$ cat src/rtl/prio_grant_encoder.sv
// Registered N-input priority encoder/arbiter that holds its grant until ack.
// Define PRIO_GRANT_RR_EN to select round-robin priority instead of fixed lowest-index-first.
module prio_grant_encoder #(
    parameter int N = 4
) (
    input  logic                 clk,
    input  logic                 rst_n,
    input  logic [N-1:0]         req,
    input  logic                 ack,
    output logic [N-1:0]         gnt,
    output logic [$clog2(N)-1:0] code,
    output logic                 valid
);

    localparam int CODE_W = $clog2(N);

    typedef enum logic [0:0] {
        ST_IDLE  = 1'b0,
        ST_GRANT = 1'b1
    } state_e;

    state_e              state_q;
    logic [N-1:0]        gnt_q;
    logic [CODE_W-1:0]   code_q;
    logic                valid_q;
    logic [CODE_W-1:0]   win_d;
    logic [N-1:0]        gnt_d;

`ifdef PRIO_GRANT_RR_EN
    logic [CODE_W-1:0]   ptr_q;
    logic [CODE_W-1:0]   ptr_d;

    // First set request found scanning upward from p, wrapping past N-1 to 0.
    function automatic logic [CODE_W-1:0] pick_rr(input logic [N-1:0] r, input logic [CODE_W-1:0] p);
        logic [CODE_W-1:0] idx;
        logic              found;
        int                pos;
        idx   = {CODE_W{1'b0}};
        found = 1'b0;
        for (int k = 0; k < N; k++) begin
            pos = (int'(p) + k) % N;
            if (r[pos] && !found) begin
                idx   = CODE_W'(pos);
                found = 1'b1;
            end
        end
        return idx;
    endfunction

    // Winner search and the pointer value to load when the current grant is acked.
    always_comb begin
        win_d = pick_rr(req, ptr_q);
        gnt_d = {{(N-1){1'b0}}, 1'b1} << win_d;
        if (code_q == CODE_W'(N - 1)) begin
            ptr_d = {CODE_W{1'b0}};
        end else begin
            ptr_d = code_q + CODE_W'(1);
        end
    end
`else
    function automatic logic [CODE_W-1:0] pick_fixed(input logic [N-1:0] r);
        logic [CODE_W-1:0] idx;
        idx = {CODE_W{1'b0}};
        for (int i = N - 1; i >= 0; i--) begin
            if (r[i]) begin
                idx = CODE_W'(i);
            end
        end
        return idx;
    endfunction

    // Winner search: lowest set index has priority.
    always_comb begin
        win_d = pick_fixed(req);
        gnt_d = {{(N-1){1'b0}}, 1'b1} << win_d;
    end
`endif

    // Grant FSM with registered outputs; a release always passes through one IDLE cycle.
    always_ff @(posedge clk or negedge rst_n) begin
        if (!rst_n) begin
            state_q <= ST_IDLE;
            gnt_q   <= {N{1'b0}};
            code_q  <= {CODE_W{1'b0}};
            valid_q <= 1'b0;
`ifdef PRIO_GRANT_RR_EN
            ptr_q   <= {CODE_W{1'b0}};
`endif
        end else begin
            case (state_q)
                ST_IDLE: begin
                    if (|req) begin
                        state_q <= ST_GRANT;
                        gnt_q   <= gnt_d;
                        code_q  <= win_d;
                        valid_q <= 1'b1;
                    end else begin
                        state_q <= ST_IDLE;
                        gnt_q   <= {N{1'b0}};
                        code_q  <= {CODE_W{1'b0}};
                        valid_q <= 1'b0;
                    end
                end
                ST_GRANT: begin
                    if (ack) begin
                        state_q <= ST_IDLE;
                        gnt_q   <= {N{1'b0}};
                        code_q  <= {CODE_W{1'b0}};
                        valid_q <= 1'b0;
`ifdef PRIO_GRANT_RR_EN
                        ptr_q   <= ptr_d;
`endif
                    end else begin
                        state_q <= ST_GRANT;
                        gnt_q   <= gnt_q;
                        code_q  <= code_q;
                        valid_q <= valid_q;
                    end
                end
                default: begin
                    state_q <= ST_IDLE;
                    gnt_q   <= {N{1'b0}};
                    code_q  <= {CODE_W{1'b0}};
                    valid_q <= 1'b0;
                end
            endcase
        end
    end

    assign gnt   = gnt_q;
    assign code  = code_q;
    assign valid = valid_q;

endmodule

$ cat config.mk
export PLATFORM = sky130hd
export DESIGN_NAME = prio_grant_encoder
export DESIGN_NICKNAME = d
export VERILOG_FILES = /design/src/rtl/prio_grant_encoder.sv
export SDC_FILE = /design/constraint.sdc
export NUM_CORES = 1
export LEC_CHECK = 0
export CORE_AREA = 10 10 47 49
export CTS_BUF_LIST = sky130_fd_sc_hd__clkbuf_4
export CTS_CLUSTER_DIAMETER = 30
export DETAILED_ROUTE_END_ITERATION = 8
export DIE_AREA = 0 0 57 59
export GPL_TIMING_DRIVEN = 0
export PLACE_DENSITY = 0.56
export REMOVE_ABC_BUFFERS = 1
export SYNTH_ARGS = -nofsm -noshare
export SYNTH_HDL_FRONTEND = slang
export SYNTH_SLANG_ARGS = --single-unit
$ cat constraint.sdc
create_clock -name clk -period 2.8 [get_ports clk]
set_input_delay 0.7 -clock clk [delete_from_list [all_inputs] [get_ports clk]]
set_output_delay 0.7 -clock clk [all_outputs]
set_load 0.02 [all_outputs]
==> flow_summary.toml <==
[status]
status = "finished, final reports clean"

[place]
port_buffers = 13
place_ws_ns = 0.9409
place_inst = 57
place.gp.congestion = 0.7140

[synthesis]
yosysSeqAreaShare = 0.6061
ys_types = 13
synth_warnings = 0
synth-edff-count = 0
synth_area_leaders = "dfrtp_1 61%, o21ai_0 6.1%, nand2_1 4.5%"
synth_most_common_cell = "dfrtp_1"
post-synth-top-area-cell = "dfrtp_1"
synth_top_area_frac = 0.6061
synth_common_cells = "8 x dfrtp_1, 4 x nand2_1, 4 x o21ai_0, 2 x a21oi_1, 2 x inv_1"
synth.avg_cell_area_um2 = 11.80
netlist_area_um2 = 330.3
ys_seq_elements = 8
syn_inst = 28
synth_flop_cell = "dfrtp_1"
synthArstFlopShare = 1.000

[die]
initial_core_util = 0.2357
pin_count = 14
die_x_um = 57
placementRows = 14
die_h_um = 59
core_um2 = 1401
dieArea_um2 = 3363

[flow_run]
drv_cap = 0

[power]
swShare = 0.2555
p_per_area_nw_per_um2 = 530.6
comb_power_share = 0.185
clkPwrFrac = 0.330
power_switching_uw = 68.18
power.internal_uw = 198.7
ir_drop_mv = 0.2048
seqPwrFrac = 0.485
p_leak_nw = 0.2208

[timing]
fin_setup_tns_ns = 0
max_freq_mhz = 524.0
tightest_slew_ns = 0.3751
rsz0062_at_grt = "no"
slew_headroom = 0.7491
slew_viol_final = 0
fin_crit_sh = 0.6816
clock_skew_ns = 0.002438
period_needed_ns = 1.909
hold_viol = 0
final-setup-viol-count = 0
timing.final.ws_setup_ns = 0.8915

[route]
drc_errors = 0
dr_total_vias = 271
drt_wl_total_um = 739
vias_per_cell = 4.517
firstDrtPassIters = 4
ant_nets = 0
wl_per_cell_um = 12.32
drt-initial-drc-count = 7

[grt]
overflow = 0
grtUsageTotal = 0.04599
antenna_found_initial = 0
grt_pass1_wl_mm = 1.242
grt_pass1_vias = 280
grt_max_degree = 9

[critical_path]
cp_slowest_cell = "clkdlybuf4s50_1"
reg2reg_slack_ns = 1.64
end_kind = "output pin"
slowest_delay_ns = 0.61
path_delay_family = "buffers and inverters"
cp-start-kind = "flip-flop"
critical_path_buf_inv_count = 1
cp.arrival_ns = 1.21
critPathKind = "flip-flop to output pin"
critPathRequiredTime_ns = 2.10
path_max_fanout = 2
path_cells = "clkdlybuf4s50_1"

[clock_network]
cts_hold_buf = 0
clockRootBuffer = "clkbuf_4"
htreeDepth = 1
clk_pin_slew_worst_paths_ns = 0.06
postCtsSetupBuffers = 0
post_cts_resized = 0
cts_buffer_depth = 2
clock-sinks = 8
cts_buffers = 3
insertion_delay_ns = 0.25
cts_tree = "yes"

[worst_hold_path]
hold_path_class = "flip-flop to flip-flop"

[cells_and_area]
num_antenna_cells = 0
instances_no_fill = 60
area_growth_pct = 52.27
fill_cells = 157
drive_gt1_frac = 0.1591
nets = 53
metal layers:
metal | global-route usage | vias to the layer above | routed length [um]
met2 | 0.07442 | 5 | 392
li1 | - | 133 | -
met3 | 0.02575 | 0 | 48
met4 | 0.02013 | 0 | 0
met1 | 0.04802 | 133 | 299
met5 | 0 | - | 0
layout make-up:
type                            count  area (um^2)  share of cell area
Timing Repair Buffer               13        130.1              0.2587
Tap cell                           16        20.02             0.03980
Multi-Input combinational cell     18        122.6              0.2438
Inverter                            2        7.507             0.01493
Clock buffer                        3        22.52             0.04478
Sequential cell                     8        200.2              0.3980
power groups by stage:
stage | clock [mW] | sequential [mW] | combinational, mW
3_5_place_dp | 0 | 0.132 | 0.0503
6_report | 0.0881 | 0.129 | 0.0494
2_1_floorplan | 0 | 0.140 | 0.0118
5_1_grt | 0.0976 | 0.131 | 0.0533
4_1_cts | 0.0889 | 0.130 | 0.0504
3_3_place_gp | 0 | 0.132 | 0.0503
cells by family (layout without fill, tap and decap cells):
logic type      Yosys count  in the layout  synth area share
compound gates            9              9            0.1780
buf+inv                   2             18           0.02274
flops                     8              8            0.6061
simple gates              9              9            0.1932
worst paths after layout:
path,from,endpoint,cells after the start
worst max-delay path,gnt[3],gnt[3],1
worst min-delay path,code[1],code[1],2
worst max register to register,state_q,valid,3
worst min register to register,code[1],code[1],2
max in group asynchronous,rst_n,gnt[3],1
min in group asynchronous,rst_n,gnt[0],1
layout by cell type (no fill, tap or decap):
cell type        Yosys  final
dfrtp_1              8      8
a32o_1               1      1
nor3_2               1      1
nor2b_4              1      1
a22o_2               1      1
o21ai_0              4      4
nand2_1              4      4
nor3b_2              1      1
a22o_1               1      1
clkbuf_4             0      3
nor2b_1              1      1
clkdlybuf4s50_1      0     13
inv_1                2      2
nand2b_1             1      1
a21oi_1              2      2
per-stage QoR:
step / cell area [um^2] / utilization / total power, mW / hold WS (ns)
2_1_floorplan: 330.3 / - / 0.1513 / 0.4044
3_3_place_gp: 480.5 / 0.3429 / 0.1818 / 0.4593
3_5_place_dp: 480.5 / 0.3429 / 0.1819 / 0.4604
4_1_cts: 503.0 / 0.3589 / 0.2689 / 0.4728
5_1_grt: 503.0 / 0.3589 / 0.2815 / 0.5007
6_report: 503.0 / 0.3589 / 0.2669 / 0.4680
registers in the layout, indices dropped and copies added, names as in the netlist:
register,cells
state_q,1
code,2
gnt,4
valid,1
(Power assumes the default switching activity.)
